$ cat config.mk
export PLATFORM = sky130hd
export DESIGN_NAME = bounce_generator
export DESIGN_NICKNAME = d
export VERILOG_FILES = /design/src/rtl/bounce_pkg.sv /design/src/rtl/bounce_generator_lfsr.sv /design/src/rtl/bounce_generator.sv
export SDC_FILE = /design/constraint.sdc
export NUM_CORES = 1
export LEC_CHECK = 0
export ABC_AREA = 1
export BUFFER_PORTS_ARGS = -buffer_cell sky130_fd_sc_hd__buf_2
export CAP_MARGIN = 20
export CORE_ASPECT_RATIO = 0.9
export CORE_MARGIN = 1.5
export CORE_UTILIZATION = 55
export DETAILED_ROUTE_END_ITERATION = 16
export GPL_TIMING_DRIVEN = 0
export PLACE_DENSITY = 0.85
export SYNTH_ARGS = -nofsm -noshare
export SYNTH_HDL_FRONTEND = slang
export SYNTH_SLANG_ARGS = --single-unit
export TNS_END_PERCENT = 30
$ cat constraint.sdc
create_clock -name clk -period 1.55 [get_ports clk]
set_clock_uncertainty 0.1 [all_clocks]
set_input_delay 0.2325 -clock clk [delete_from_list [all_inputs] [get_ports clk]]
set_output_delay 0.2325 -clock clk [all_outputs]
set_load 0.02 [all_outputs]
$ cat src/rtl/bounce_pkg.sv
// bounce_pkg: shared definitions for the bounce generator slice.
//   state_t           - FSM state encoding (IDLE / BOUNCE / SETTLE)
//   LFSR_W            - width of the pseudo-random source
//   LFSR_TAPS         - Galois tap mask for x^16+x^14+x^13+x^11+1
//   LFSR_SEED_DEFAULT - default nonzero reset value of the LFSR
//   lfsr_step()       - one right-shifting Galois step
package bounce_pkg;

  typedef enum logic [1:0] {
    IDLE   = 2'd0,
    BOUNCE = 2'd1,
    SETTLE = 2'd2
  } state_t;

  localparam int unsigned LFSR_W = 16;
  localparam logic [LFSR_W-1:0] LFSR_TAPS         = 16'hB400;
  localparam logic [LFSR_W-1:0] LFSR_SEED_DEFAULT = 16'hACE1;

  // Right shift; when the bit shifted out is 1, fold the taps back in.
  // A nonzero state never maps to zero.
  function automatic logic [LFSR_W-1:0] lfsr_step(input logic [LFSR_W-1:0] v);
    return {1'b0, v[LFSR_W-1:1]} ^ (v[0] ? LFSR_TAPS : '0);
  endfunction

endpackage

$ cat src/rtl/bounce_generator_lfsr.sv
// lfsr16: free-running 16-bit Galois LFSR, advances every clk cycle.
//   clk   - rising-edge clock
//   reset - asynchronous active-high reset, loads seed
//   seed  - reset value (must be nonzero)
//   q     - current LFSR state
module lfsr16
  import bounce_pkg::*;
(
  input  logic              clk,
  input  logic              reset,
  input  logic [LFSR_W-1:0] seed,
  output logic [LFSR_W-1:0] q
);

  always_ff @(posedge clk or posedge reset) begin
    if (reset) begin
      q <= seed;
    end else begin
      q <= lfsr_step(q);
    end
  end

endmodule

$ cat src/rtl/bounce_generator.sv
// bounce_generator: turns an ideal switch level into a bouncing copy, as
// stimulus for a debouncer. Each transition produces an odd number of noisy
// edges at pseudo-random spacing, followed by a stable settle period.
//   clk    - rising-edge clock
//   reset  - asynchronous active-high reset
//   enable - 1: bounce emulation, 0: registered pass-through
//   clean  - ideal switch level, synchronous to clk
//   noisy  - registered bouncing copy of clean
//   busy   - high while a transition is in progress
//   done   - one-cycle pulse when the settle period completes
module bounce_generator
  import bounce_pkg::*;
#(
  parameter int unsigned       PAIRS_MIN     = 2,
  parameter int unsigned       PAIRS_W       = 2,
  parameter int unsigned       INTERVAL_MIN  = 16,
  parameter int unsigned       INTERVAL_W    = 4,
  parameter int unsigned       SETTLE_CYCLES = 64,
  parameter logic [LFSR_W-1:0] LFSR_SEED     = LFSR_SEED_DEFAULT
) (
  input  logic clk,
  input  logic reset,
  input  logic enable,
  input  logic clean,
  output logic noisy,
  output logic busy,
  output logic done
);

  localparam int unsigned REM_MAX = 2 * (PAIRS_MIN + (1 << PAIRS_W) - 1);
  localparam int unsigned REM_W   = $clog2(REM_MAX + 1);
  localparam int unsigned INT_MAX = INTERVAL_MIN + (1 << INTERVAL_W) - 1;
  localparam int unsigned INT_W   = $clog2(INT_MAX + 1);
  localparam int unsigned SET_W   = $clog2(SETTLE_CYCLES + 1);

  state_t             state_q, state_d;
  logic               noisy_q, noisy_d;
  logic               target_q, target_d;
  logic               done_q, done_d;
  logic [REM_W-1:0]   rem_q, rem_d, rem_load;
  logic [INT_W-1:0]   int_q, int_d, int_load;
  logic [SET_W-1:0]   set_q, set_d;
  logic [LFSR_W-1:0]  lfsr;
  logic               lfsr_unused;

  lfsr16 u_lfsr (
    .clk   (clk),
    .reset (reset),
    .seed  (LFSR_SEED),
    .q     (lfsr)
  );

  // Only the low PAIRS_W+INTERVAL_W bits feed the counters.
  assign lfsr_unused = ^lfsr;

  // Remaining toggles is always even so the last toggle lands on target.
  assign rem_load = REM_W'(2 * (PAIRS_MIN + 32'(lfsr[PAIRS_W-1:0])));
  assign int_load = INT_W'(INTERVAL_MIN + 32'(lfsr[PAIRS_W+INTERVAL_W-1:PAIRS_W]));

  always_ff @(posedge clk or posedge reset) begin
    if (reset) begin
      state_q  <= IDLE;
      noisy_q  <= 1'b0;
      target_q <= 1'b0;
      done_q   <= 1'b0;
      rem_q    <= '0;
      int_q    <= '0;
      set_q    <= '0;
    end else begin
      state_q  <= state_d;
      noisy_q  <= noisy_d;
      target_q <= target_d;
      done_q   <= done_d;
      rem_q    <= rem_d;
      int_q    <= int_d;
      set_q    <= set_d;
    end
  end

  always_comb begin
    state_d  = state_q;
    noisy_d  = noisy_q;
    target_d = target_q;
    done_d   = 1'b0;
    rem_d    = rem_q;
    int_d    = int_q;
    set_d    = set_q;

    if (!enable) begin
      state_d  = IDLE;
      noisy_d  = clean;
      target_d = clean;
      rem_d    = '0;
      int_d    = '0;
      set_d    = '0;
    end else begin
      unique case (state_q)
        IDLE: begin
          if (clean != noisy_q) begin
            noisy_d  = clean;
            target_d = clean;
            rem_d    = rem_load;
            int_d    = int_load;
            state_d  = BOUNCE;
          end
        end
        BOUNCE: begin
          if (clean != target_q) begin
            // Retarget: restart the sequence toward the new level.
            noisy_d  = clean;
            target_d = clean;
            rem_d    = rem_load;
            int_d    = int_load;
          end else if (int_q <= INT_W'(1)) begin
            // Toggle on the cycle the interval would reach zero, so the
            // spacing equals the loaded interval.
            noisy_d = ~noisy_q;
            rem_d   = rem_q - REM_W'(1);
            int_d   = int_load;
            if (rem_q <= REM_W'(1)) begin
              int_d   = '0;
              set_d   = SET_W'(SETTLE_CYCLES);
              state_d = SETTLE;
            end
          end else begin
            int_d = int_q - INT_W'(1);
          end
        end
        SETTLE: begin
          if (set_q <= SET_W'(1)) begin
            set_d   = '0;
            done_d  = 1'b1;
            state_d = IDLE;
          end else begin
            set_d = set_q - SET_W'(1);
          end
        end
        default: begin
          state_d = IDLE;
        end
      endcase
    end
  end

  assign noisy = noisy_q;
  // Gated by enable so pass-through never shows busy/done, even on the
  // cycle enable falls.
  assign busy  = enable && (state_q != IDLE);
  assign done  = enable && done_q;

endmodule

Yosys cells after proc, flatten, opt, wreduce, memory -nomap -nowiden

Index checks and enable logic that the tools add are counted.

Flip-flop bits (word level): 37
Bits of input ports: 4
Output and inout bits: 3
Word-level logic and storage cells: 76

$add $sub $neg: 5
Order comparisons: 3
Equal/unequal tests: 13
Multiplexer cells: 36
Bitwise operators: 2
Reduce and logical (&&, ||, !) cells: 9

Operator list:

| kind                                                 | number |
|---|---|
| 2-to-1 mux 7 bit                                     | 5 |
| 2-to-1 mux 5 bit                                     | 5 |
| != test 3 bit (second input constant)                | 6 |
| 2-to-1 mux 16 bit                                    | 1 |
| 2-to-1 mux 4 bit                                     | 4 |
| XOR 15 x 16 -> 16 bit                                | 1 |
| one-hot mux 7 bit (2 select lines)                   | 1 |
| 2-to-1 mux 2 bit                                     | 6 |
| one-hot mux 5 bit (2 select lines)                   | 1 |
| 2-to-1 mux 1 bit                                     | 9 |
| one-hot mux 4 bit (2 select lines)                   | 1 |
| <= comparator 7 x 1 -> 1 bit (second input constant) | 1 |
| subtractor 7 x 1 -> 7 bit (second input constant)    | 1 |
| != test 3 x 1 -> 1 bit (second input constant)       | 2 |
| one-hot mux 2 bit (3 select lines)                   | 1 |
| AND reduction 3 bit                                  | 2 |
| adder 5 x 4 -> 5 bit (first input constant)          | 1 |
| <= comparator 5 x 1 -> 1 bit (second input constant) | 1 |
| AND reduction 5 bit                                  | 1 |
| subtractor 5 x 1 -> 5 bit (second input constant)    | 1 |
| <= comparator 4 x 1 -> 1 bit (second input constant) | 1 |
| != test 4 bit (second input constant)                | 1 |
| one-hot mux 1 bit (2 select lines)                   | 2 |
| AND reduction 4 bit                                  | 1 |
| 10 further kinds                                     | 12 |

Logic depth before layout (Yosys ltp)

Depth in word-level cells: 6
Mapped depth: 10
Depth with buffers taken out: 10

Least setup slack after synthesis

Ideal clock, no wire load.

Kind: register -> register
Start point: register rem_q[0]
End point: register int_q[0]
Library setup time: 0.117 ns
Arrival: 1.205 ns
Required time: 1.333 ns
Setup slack: 0.128 ns
Stages on the path, launching flop included: 10
Buffers on the path: 0
Period minus slack after synthesis: 1.422 ns
Path through: dfrtp_1 -> inv_1 -> ha_1 -> nor2_1 -> nor2_1 -> nand3_1 -> nand3_1 -> nand2_1 -> nand2_1 -> nand2_1

Longest elaborated chain between the ends: 6

RTL lines:

| element                            | line                    | source |
|---|---|---|
| start: declaration                 | bounce_generator.sv:40  | `logic [REM_W-1:0] rem_q, rem_d, rem_load;` |
| start signal: assignment           | bounce_generator.sv:74  | `rem_q <= rem_d;` |
| <= comparator 4 x 1 -> 1 bit       | bounce_generator.sv:120 | `if (rem_q <= REM_W'(1)) begin` |
| 2-to-1 mux 5 bit                   | bounce_generator.sv:120 |  |
| 2-to-1 mux 5 bit                   | bounce_generator.sv:114 | `end else if (int_q <= INT_W'(1)) begin` |
| 2-to-1 mux 5 bit                   | bounce_generator.sv:108 | `if (clean != target_q) begin` |
| one-hot mux 5 bit (2 select lines) | bounce_generator.sv:97  | `unique case (state_q)` |
| 2-to-1 mux 5 bit                   | bounce_generator.sv:89  | `if (!enable) begin` |
| end signal: assignment             | bounce_generator.sv:75  | `int_q <= int_d;` |
| end: declaration                   | bounce_generator.sv:41  | `logic [INT_W-1:0] int_q, int_d, int_load;` |

No other way between the ends.
A chain may end at the register's enable or synchronous reset.

Final worst setup path

Start point: register int_q[1]
End point: register state_q[0]

Longest elaborated chain between the ends: 3

RTL lines:

| element                              | line                    | source |
|---|---|---|
| <= comparator 5 x 1 -> 1 bit         | bounce_generator.sv:114 |  |
| != test 3 bit (no source line)       | n/a                     |  |
| AND reduction 5 bit (no source line) | n/a                     |  |
| end signal: assignment               | bounce_generator.sv:70  | `state_q <= state_d;` |
| end: declaration                     | bounce_generator.sv:36  | `state_t state_q, state_d;` |

No other way between the ends.

==> results.yml <==
worst_setup_path:
  endpoint_kind: "flop"
  cp.required_ps: 1680
  cpPeakStageDelay_ps: 460
  startpoint_type: "flop"
  cp_common_cell: "inv_2"
  path_cells: "inv_2 > ha_4 > inv_2 > o21ai_4 > nand3_2 > nand2_4 > buf_6 > nand4_1 > nand2_1"
  path_depth: 9
  crit_family: "simple AND/OR/NAND/NOR gates"
  arrival_ps: 1760
  cp_slowest_cell: "dfrtp_2"
  crit_buf_inv: 3
  cp_max_fo: 4
  critical_path_class: "reg2reg"
  reg2reg_depth: 9
sta:
  rsz0062_at_grt: "true"
  finalWorstSetupSlack_ps: -74.03
  max_slew_margin_pct: 52.14
  fmax_mhz: 615.8
  setup_viol: 4
  slew_violations: 0
  setup_tns_ps: -95.82
  timing.final.crit_share_pct: 104.8
  fin_crit_ps: 1624
  hold_viol_final: 0
  worst_slew_pin_slew_ps: 717.1
global_routing:
  grt_max_degree: 23
  track_usage_pct: 22.16
  grt_pass1_wl_um: 6410
  gr-total-overflow: 0
  first_global_vias: 1451
  antenna_found_initial: 0
yosys:
  synth_simple_gate_area_share_pct: 31.82
  synth-seq-cells: 37
  synth_compound_area_share_pct: 5.335
  yosysSeqAreaShare_pct: 48.67
  yosys.area.top_type_share_pct: 37.74
  yosysTopAreaCell: "dfrtp_1"
  yosysUniqueCellTypes: 26
  yosys_warnings: 0
  yosys.area_share.adder_pct: 3.904
  synth.area.mux_share_pct: 0
  yosys-top-cells-area: "dfrtp_1, nand2_1, dfstp_2"
  netlist_instances: 234
  syn_nets: 244
  synth_top_family_by_area: "simple AND/OR/NAND/NOR gates"
  synth_xor_area_share_pct: 4.099
  postSynthAreaPerCell_um2: 8.218
  synthesis.area_mm2: 0.001923
layout:
  layout-drive-gt1-share_pct: 28.68
  fin_area_mm2: 0.002344
  multi_input_area_mm2: 0.001005
  fill_cells: 236
  syn2layout_area_growth_pct: 21.86
  nNetsFinal: 267
  regArea_um2: 939.7
  diodes: 0
die:
  core_region_area_mm2: 0.003353
  ios: 7
  initial_core_util_pct: 57.35
  fp.dieArea_mm2: 0.003861
  dieHeight_um: 59.10
  row_count: 20
  fp.dieW_um: 65.33
placed_design:
  routabilityCongestion: 0.8942
  dpl_cell_area_mm2: 0.002031
  io_buffers: 5
  place_ws_ps: -71.71
  dp_hpwl_um: 2612
pwr:
  power_w: 0.004216
  power_leakage_nw: 1.210
  power_density_mw_per_mm2: 1799
  ir_drop_uv: 646.0
min_path:
  holdPathStages: 3
  worstHoldPathType: "in2reg"
clocking:
  cts_buffer_depth: 2
  cts_tree: "done"
  clk_pin_slew_ps: 70
  cts_htree_levels: 2
  clk_latency_ps: 300
  cts-root-buf: "clkbuf_8"
  clock-sinks: 37
  cts-buffers-inserted: 5
status:
  violations: "negative setup slack"
  status: "finished, violations left"
routing:
  drtPass1Iterations: 4
  final_antenna_net_count: 0
  via_per_inst: 5.566
  route.detailed.drc: 0
  wl_per_cell_um: 16.11
  vias: 1681
  finalWirelength_um: 4865
  drt_iter0_markers: 228
run:
  max_cap_violations: 0
## cells by family after synthesis
| logic type | after synthesis |
|---|---|
| flip-flops | 37 |
| XOR/XNOR | 9 |
| AND/OR/NAND/NOR | 136 |
| AO/OA/AOI/OAI | 17 |
| adder cells (fa/ha/maj) | 6 |
| buffers and inverters | 29 |
## metrics by stage
step                cells  hold WS [ps]  utilization (%)
floorplan             234         231.2                -
global placement      283         234.8            59.74
detailed placement    284         237.9            60.56
CTS                   293         114.1            63.96
global route          302         148.9            69.89
finish                302         126.3            69.89
## state kept, by name, indices dropped and copies added, names as in the netlist
register and flops:
int_q 5, u_lfsr.q 16, set_q 7, target_q 1
noisy 1, done_q 1, rem_q 4, state_q 2
## worst register-to-register path, delay by kind of cell, from the launching register on
kind | cells | cell delay [ps]
simple gates | 4 | 500
flops | 1 | 460
buf+inv | 3 | 280
fa+ha+maj | 1 | 140
compound gates | 1 | 80
## placed cells by master (no fill, tap or decap), types with 2 or more instances in the layout
cell	instances
clkinv_4	2
buf_4	8
ha_4	3
inv_1	19
inv_2	8
dfstp_2	8
nand4_1	7
nand3_2	3
ha_1	2
buf_2	5
clkbuf_8	6
o21ai_0	7
nor3_1	2
nand2_1	71
nand2_2	5
nand3_1	18
nand2_4	6
nor2_2	4
o21ai_1	5
nor2_4	5
nor2_1	13
dfrtp_2	3
o21ai_4	2
dfrtp_1	26
xor2_1	8
## synthesized netlist by cell type (all sizes together)
library cell / number
o21ai: 15
nand3: 21
nor3: 2
nand3b: 1
clkbuf: 1
o21bai: 1
nand2: 82
dfrtp: 29
xor2: 8
clkinv: 1
inv: 27
ha: 6
dfstp: 8
nor2: 23
a21oi: 1
xnor2: 1
nand4: 7
## final cells by class
class	count	area share, %
Buffer	1	0.5873
Clock buffer	5	2.936
Clock inverter	3	0.9610
Inverter	28	4.485
Multi-Input combinational cell	168	42.87
Sequential cell	37	40.10
Tap cell	44	2.349
Timing Repair Buffer	16	5.713
## final timing paths
check | startpoint | slack, ps | to
setup / recovery | int_q[1] | -70 | state_q[0]
hold / removal | enable | 130 | set_q[6]
setup reg to reg | int_q[1] | -70 | state_q[0]
hold reg to reg | u_lfsr.q[12] | 250 | u_lfsr.q[11]
max in group asynchronous | reset | 240 | u_lfsr.q[11]
min in group asynchronous | reset | 490 | set_q[0]
## routing by layer
| layer | track usage [%] | wire length [um] | vias to the layer above |
|---|---|---|---|
| met2 | 34.84 | 2284 | 81 |
| li1 | - | - | 784 |
| met1 | 28.34 | 2069 | 788 |
| met3 | 7.795 | 330 | 28 |
| met5 | 0 | 0 | - |
| met4 | 8.631 | 181 | 0 |
## power by group
group / switching [W] / leakage [nW] / total [W] / internal [W]
registers: 0.000239 / 0.470 / 0.00137 / 0.00113
clock network: 0.000359 / 0.0481 / 0.000678 / 0.000318
logic: 0.00136 / 0.692 / 0.00217 / 0.000813
total: 0.00196 / 1.21 / 0.00422 / 0.00226
## repair_timing
item | CTS | global route
setup buffers | 0 | 9
setup endpoints to repair | 13 | 19
hold buffers | 1 | 0
gates resized for setup | 5 | 36
endpoints found under the hold margin | 15 | 0
pin swaps | 2 | 13
(Power assumes the default switching activity.)
